File: src/rtl/gray_ptr_sync_pkg.sv
// Shared types and helpers for the Gray pointer synchronizer.
// Holds the FSM state enum, error-counter width and bit helpers.
package sync_pkg;

    localparam int ERR_CNT_W = 8;

    typedef enum logic {
        SYNC_WARMUP,
        SYNC_RUN
    } sync_state_t;

    // Each binary bit is the XOR of all Gray bits at or above it.
    function automatic logic [31:0] gray2bin(input logic [31:0] g);
        logic [31:0] b;
        b = '0;
        for (int i = 0; i < 32; i++) begin
            b[i] = ^(g >> i);
        end
        return b;
    endfunction

    function automatic int unsigned popcount(input logic [31:0] v);
        int unsigned n;
        n = 0;
        for (int i = 0; i < 32; i++) begin
            n += 32'(v[i]);
        end
        return n;
    endfunction

endpackage

File: src/rtl/gray_ptr_sync_if.sv
// Pointer-sync bundle: source Gray pointer in, decoded view out.
// master drives gray_in/clr_err; slave (the synchronizer) drives the rest.
interface gray_ptr_sync_if #(
    parameter int ADDR_WIDTH = 6
);
    import sync_pkg::*;

    localparam int PTR_W = ADDR_WIDTH + 1;

    logic [PTR_W-1:0]     gray_in;
    logic                 clr_err;
    logic [PTR_W-1:0]     sync_gray;
    logic [PTR_W-1:0]     bin_out;
    logic [PTR_W-1:0]     delta;
    logic                 ptr_chg;
    logic                 valid;
    logic                 sync_err;
    logic [ERR_CNT_W-1:0] err_cnt;

    modport master (
        output gray_in, clr_err,
        input  sync_gray, bin_out, delta, ptr_chg,
        input  valid, sync_err, err_cnt
    );

    modport slave (
        input  gray_in, clr_err,
        output sync_gray, bin_out, delta, ptr_chg,
        output valid, sync_err, err_cnt
    );

endinterface

File: src/rtl/gray_ptr_sync_chain.sv
// Plain flop chain carrying an async Gray pointer into clk.
// Ports: clk, rst_n (async low), d (async input), q (last stage).
module sync_chain #(
    parameter int PTR_W  = 7,
    parameter int STAGES = 2
) (
    input  logic             clk,
    input  logic             rst_n,
    input  logic [PTR_W-1:0] d,
    output logic [PTR_W-1:0] q
);

    logic [PTR_W-1:0] stage [STAGES];

    always_ff @(posedge clk or negedge rst_n) begin
        if (!rst_n) begin
            for (int i = 0; i < STAGES; i++) begin
                stage[i] <= '0;
            end
        end else begin
            stage[0] <= d;
            for (int i = 1; i < STAGES; i++) begin
                stage[i] <= stage[i-1];
            end
        end
    end

    assign q = stage[STAGES-1];

endmodule

File: src/rtl/gray_ptr_sync.sv
// Gray pointer synchronizer: chain, registered decode, delta, warm-up.
// Ports: clk, rst_n (async low), bus (slave: gray_in/clr_err in,
// sync_gray/bin_out/delta/ptr_chg/valid/sync_err/err_cnt out).
// Optional Gray-step error monitor enabled by GRAY_SYNC_ERR_CHECK_EN.
module gray_ptr_sync
    import sync_pkg::*;
#(
    parameter int ADDR_WIDTH = 6,
    parameter int STAGES     = 2
) (
    input  logic           clk,
    input  logic           rst_n,
    gray_ptr_sync_if.slave bus
);

    localparam int PTR_W = ADDR_WIDTH + 1;

    if (STAGES < 2 || STAGES > 4) begin : g_bad_stages
        $error("gray_ptr_sync: STAGES must be 2..4");
    end

    logic [PTR_W-1:0] sync_gray;
    logic [PTR_W-1:0] nb;
    logic [PTR_W-1:0] bin_q;
    logic [PTR_W-1:0] delta_q;
    logic             chg_q;
    logic             run;

    sync_state_t state, state_nxt;
    logic [2:0]  cnt, cnt_nxt;

    sync_chain #(
        .PTR_W  (PTR_W),
        .STAGES (STAGES)
    ) u_chain (
        .clk   (clk),
        .rst_n (rst_n),
        .d     (bus.gray_in),
        .q     (sync_gray)
    );

    assign nb  = PTR_W'(gray2bin(32'(sync_gray)));
    assign run = (state == SYNC_RUN);

    always_ff @(posedge clk or negedge rst_n) begin
        if (!rst_n) begin
            state <= SYNC_WARMUP;
            cnt   <= '0;
        end else begin
            state <= state_nxt;
            cnt   <= cnt_nxt;
        end
    end

    // Warm-up lasts STAGES+1 edges: enough for the chain and decode
    // register to hold data sampled after reset release.
    always_comb begin
        state_nxt = state;
        cnt_nxt   = cnt;
        case (state)
            SYNC_WARMUP: begin
                if (cnt == 3'(STAGES)) begin
                    state_nxt = SYNC_RUN;
                end else begin
                    cnt_nxt = cnt + 3'd1;
                end
            end
            SYNC_RUN: begin
                state_nxt = SYNC_RUN;
            end
            default: begin
                state_nxt = SYNC_WARMUP;
            end
        endcase
    end

    // bin_out tracks during warm-up so delta starts from a sane base.
    always_ff @(posedge clk or negedge rst_n) begin
        if (!rst_n) begin
            bin_q   <= '0;
            delta_q <= '0;
            chg_q   <= 1'b0;
        end else begin
            bin_q   <= nb;
            delta_q <= run ? (nb - bin_q) : '0;
            chg_q   <= run && (nb != bin_q);
        end
    end

    assign bus.sync_gray = sync_gray;
    assign bus.bin_out   = bin_q;
    assign bus.delta     = delta_q;
    assign bus.ptr_chg   = chg_q;
    assign bus.valid     = run;

`ifdef GRAY_SYNC_ERR_CHECK_EN
    logic [PTR_W-1:0]     prev_gray;
    logic                 step_err;
    logic                 err_q;
    logic [ERR_CNT_W-1:0] ecnt_q;

    assign step_err = run &&
        (popcount(32'(sync_gray ^ prev_gray)) > 1);

    // A fresh error outranks a clear in the same cycle.
    always_ff @(posedge clk or negedge rst_n) begin
        if (!rst_n) begin
            prev_gray <= '0;
            err_q     <= 1'b0;
            ecnt_q    <= '0;
        end else begin
            prev_gray <= sync_gray;
            if (step_err) begin
                err_q <= 1'b1;
                if (bus.clr_err) begin
                    ecnt_q <= ERR_CNT_W'(1);
                end else if (ecnt_q != '1) begin
                    ecnt_q <= ecnt_q + ERR_CNT_W'(1);
                end
            end else if (bus.clr_err) begin
                err_q  <= 1'b0;
                ecnt_q <= '0;
            end
        end
    end

    assign bus.sync_err = err_q;
    assign bus.err_cnt  = ecnt_q;
`else
    assign bus.sync_err = 1'b0;
    assign bus.err_cnt  = '0;
`endif

endmodule

File: src/flat_wrapper.sv
// flat-port wrapper written by rule: the top's interface ports become plain ports
module gray_ptr_sync_flat import sync_pkg::*;
#(
    parameter int ADDR_WIDTH = 6,
    parameter int STAGES     = 2
)
  (clk, rst_n, bus_gray_in, bus_clr_err, bus_sync_gray, bus_bin_out, bus_delta, bus_ptr_chg, bus_valid, bus_sync_err, bus_err_cnt);
  gray_ptr_sync_if #(.ADDR_WIDTH(ADDR_WIDTH)) bus_i ();
  input  logic clk;
  input  logic rst_n;
  input wire logic [$bits(bus_i.gray_in)-1:0] bus_gray_in;
  input wire logic [$bits(bus_i.clr_err)-1:0] bus_clr_err;
  output wire logic [$bits(bus_i.sync_gray)-1:0] bus_sync_gray;
  output wire logic [$bits(bus_i.bin_out)-1:0] bus_bin_out;
  output wire logic [$bits(bus_i.delta)-1:0] bus_delta;
  output wire logic [$bits(bus_i.ptr_chg)-1:0] bus_ptr_chg;
  output wire logic [$bits(bus_i.valid)-1:0] bus_valid;
  output wire logic [$bits(bus_i.sync_err)-1:0] bus_sync_err;
  output wire logic [$bits(bus_i.err_cnt)-1:0] bus_err_cnt;
  assign bus_i.gray_in = bus_gray_in;
  assign bus_i.clr_err = bus_clr_err;
  assign bus_sync_gray = bus_i.sync_gray;
  assign bus_bin_out = bus_i.bin_out;
  assign bus_delta = bus_i.delta;
  assign bus_ptr_chg = bus_i.ptr_chg;
  assign bus_valid = bus_i.valid;
  assign bus_sync_err = bus_i.sync_err;
  assign bus_err_cnt = bus_i.err_cnt;
  gray_ptr_sync #(.ADDR_WIDTH(ADDR_WIDTH), .STAGES(STAGES)) u_core (.clk(clk), .rst_n(rst_n), .bus(bus_i));
endmodule
File: config.mk
export PLATFORM = sky130hd
export DESIGN_NAME = gray_ptr_sync_flat
export DESIGN_NICKNAME = d
export VERILOG_FILES = /design/src/rtl/gray_ptr_sync_pkg.sv /design/src/rtl/gray_ptr_sync_if.sv /design/src/rtl/gray_ptr_sync_chain.sv /design/src/rtl/gray_ptr_sync.sv /design/src/flat_wrapper.sv
export SDC_FILE = /design/constraint.sdc
export NUM_CORES = 1
export LEC_CHECK = 0
export ABC_AREA = 0
export BUFFER_PORTS_ARGS = -buffer_cell sky130_fd_sc_hd__buf_2
export CAP_MARGIN = 20
export CORE_MARGIN = 1.5
export CORE_UTILIZATION = 40
export CTS_CLUSTER_DIAMETER = 80
export DETAILED_ROUTE_END_ITERATION = 7
export PLACE_DENSITY = 0.72
export SETUP_SLACK_MARGIN = 0.5
export SLEW_MARGIN = 30
export SYNTH_ARGS = -nofsm -noshare
export SYNTH_HDL_FRONTEND = slang
export SYNTH_SLANG_ARGS = --single-unit
export TNS_END_PERCENT = 5
File: constraint.sdc
create_clock -name clk -period 8.3 [get_ports clk]
set_clock_uncertainty 0.1 [all_clocks]
set_input_delay 0.415 -clock clk [delete_from_list [all_inputs] [get_ports clk]]
set_output_delay 0.415 -clock clk [all_outputs]
set_load 0.005 [all_outputs]
==> flow_summary_export.csv <==
group,metric,value,unit
route,vias,799,
floorplanning,ios,42,
final_layout,fin_nets,164,
route,routed_wl,2.13,mm
clock_network,htreeDepth,2,
clock_network,hold_buffers,0,
clock_network,post_cts_buffers,0,
sta,max_freq,315,MHz
sta,finalMaxSlewViolations,0,
final_layout,nFillCells,320,
placement,gp_congestion,0.781,
synthesis,synth_top_area_share,58.4,%
final_layout,area_growth,14.6,%
power,cell_internal_pwr,0.311,mW
power,p_comb_share,28.2,%
floorplanning,core,0.00336,mm²
worst_setup_path,setup.worst_path.start,"u_core.u_chain.q[6]",
placement,hpwl,1.59,mm
grt,grt-ovfl-total,0,
worst_setup_path,worstPathArrival,3.33,ns
power,powerDensity,275,mW/mm²
synthesis,synth.avg_cell_area,12.3,µm²
sta,slew_headroom,53.8,%
route,ant_nets,0,
clock_network,cts_tree,"yes",
grt,antenna_found_initial,0,
clock_network,cts_resized,0,
route,avgRoutedWirePerCell,11.1,µm
power,power_frac_seq,44.5,%
run_status,outcome,"finished clean",
hold_path,hp-class,"in -> async",
power,ir_drop,0.000128,V
synthesis,seq_area_frac_synth,58.4,%
worst_setup_path,regToRegStartpoint,"u_core.u_chain.q[6]",
clock_network,clkSinkCount,33,
flow_run,cap_violations,0,
synthesis,synth_area_leaders,"dfrtp_1 58%, buf_4 8.5%, ha_1 7.1%",
route,drt-initial-drc-count,10,
sta,min_period,3.17,ns
power,power.share.clock,27.3,%
synthesis,synth_warnings,0,
synthesis,synth_seq_cells,33,
worst_setup_path,cp-end-kind,"flop",
power,finalPower,0.445,mW
clock_network,cts_root_buf,"clkbuf_4",
worst_setup_path,startpoint_type,"flop",
floorplanning,die_h,62.5,µm
power,switchingPower,0.134,mW
final_layout,num_antenna_cells,0,
synthesis,synth_area_leader_cell,"dfrtp_1",
sta,rsz0062_at_grt,"false",
grt,grt_pass1_vias,843,
sta,worstMarginPinSlew,0.693,ns
synthesis,ys_types,21,
clock_network,clock_latency,0.33,ns
grt,grt_usage,13.1,%
route,vias_per_cell,4.16,
final_layout,drive_gt1_share,29.5,%
grt,grt_max_degree,34,
sta,setup_tns,0,ns
route,drc,0,
clock_network,clockBufferDepth,2,
clock_network,cts_buffers,5,
floorplanning,rows,21,
placement,io_buffers,31,
grt,grt_pass1_wl,3.91,mm
worst_setup_path,crit_required,8.46,ns
sta,hold_viol_final,0,
sta,finalSetupViolCount,0,
floorplanning,dieArea,0.00390,mm²
synthesis,synthCells,115,
power,p_leak,0.802,nW
route,first_pass_iters,3,
sta,fin_crit_sh,38.3,%
clock_network,clkTransAtPathRegs,0.11,ns
floorplanning,start_util,42.1,%
power,switching_share,30.1,%
synthesis,synth_area,0.00142,mm²
floorplanning,die_w,62.5,µm
worst_setup_path,setup.worst_path.class,"reg -> reg",
worst_setup_path,cp_max_fo,5,
## metrics by stage
step,cell area (µm²),std cells,hold WS (ns),util [%],worst slack [ns]
2_1_floorplan,1450,123,0.0194,-,5.48
3_3_place_gp,1540,184,0.233,45.7,5.24
3_5_place_dp,1540,184,0.235,45.7,5.13
4_1_cts,1620,192,0.0216,48.2,5.09
5_1_grt,1620,192,0.0466,48.2,4.77
6_report,1620,192,0.00966,48.2,5.13
## path summary, 6_finish.rpt
kind | slack [ns] | to | cells after the start
min in group clk | 0.08 | u_core.u_chain.stage[8] | 1
min | 0.01 | u_core.bus.delta[6] | 1
max in group asynchronous | 7.64 | u_core.u_chain.q[1] | 1
max | 5.13 | u_core.bus.delta[6] | 12
max reg2reg | 5.13 | u_core.bus.delta[6] | 12
min reg2reg | 0.26 | u_core.u_chain.q[0] | 0
## area by class of cell
cell class                      instances  area [µm²]  share of cell area [%]
Clock buffer                            5        37.5                    2.31
Clock inverter                          3        46.3                    2.85
Inverter                               12        45.0                    2.78
Multi-Input combinational cell         62         454                    28.0
Sequential cell                        33         826                    50.9
Tap cell                               46        57.6                    3.55
Timing Repair Buffer                   31         155                    9.57
## registers in the layout (all words and copies together) (netlist names)
| name | flops |
|---|---|
| u_core.bus.bin_out | 7 |
| u_core.cnt | 3 |
| u_core.u_chain.q | 7 |
| u_core.bus.valid | 1 |
| u_core.bus.delta | 7 |
| u_core.bus.ptr_chg | 1 |
| u_core.u_chain.stage | 7 |
## cells in the mapped netlist, drive strengths merged
cell	count
nor3	4
a21oi	4
nand2	6
conb	1
a21o	2
o21a	1
inv	12
nor2b	3
buf	16
xnor2	7
nor2	5
o21ai	3
nor3b	1
ha	8
nand3	1
nand4	1
dfrtp	33
fa	1
xor2	6
## cells in the final DEF, fill, tap and decap left out, types with 5 or more instances in the layout
| master | synthesis | final |
|---|---|---|
| clkbuf_4 | 0 | 5 |
| buf_2 | 0 | 31 |
| conb_1 | 1 | 9 |
| nand2_1 | 6 | 6 |
| dfrtp_1 | 33 | 33 |
| nor2_1 | 5 | 5 |
| ha_1 | 8 | 8 |
| xnor2_1 | 6 | 6 |
| inv_1 | 12 | 12 |
## logic make-up (layout without fill, tap and decap cells)
kind of cell             count (synthesis)  count (layout)  share of synthesized area, %
other                                    1               9                         0.265
XOR/XNOR                                13              13                          10.2
adder cells (fa/ha/maj)                  9               9                          8.49
AO/OA/AOI/OAI                           10              10                          4.07
flip-flops                              33              33                          58.4
AND/OR/NAND/NOR                         21              21                          6.99
buffers and inverters                   28              51                          11.7
## power groups by stage
stage          clock [mW]  sequential [mW]  combinational, mW
4_1_cts             0.125            0.198              0.127
3_3_place_gp            0            0.201              0.122
2_1_floorplan           0            0.205             0.0828
6_report            0.122            0.198              0.126
3_5_place_dp            0            0.202              0.126
5_1_grt             0.132            0.201              0.146
## metal layers
| metal | up-vias | part of all wire, % | GRT usage (%) |
|---|---|---|---|
| met3 | 5 | 6.6 | 4.86 |
| li1 | 398 | - | - |
| met5 | - | 0 | 0 |
| met1 | 362 | 42 | 15.3 |
| met2 | 34 | 49 | 20.3 |
| met4 | 0 | 2.2 | 8.33 |
## critical path: stages, from the launching register on
cell,delay [ns]
dfrtp_1,0.46
xor2_2,0.31
xnor2_2,0.20
xor2_2,0.25
xor2_2,0.31
xnor2_1,0.11
ha_1,0.22
fa_1,0.37
nor2b_1,0.15
o21ai_0,0.14
a21o_1,0.22
nand3_1,0.08
nor3b_1,0.17
Power figures use the tool's default switching activity.
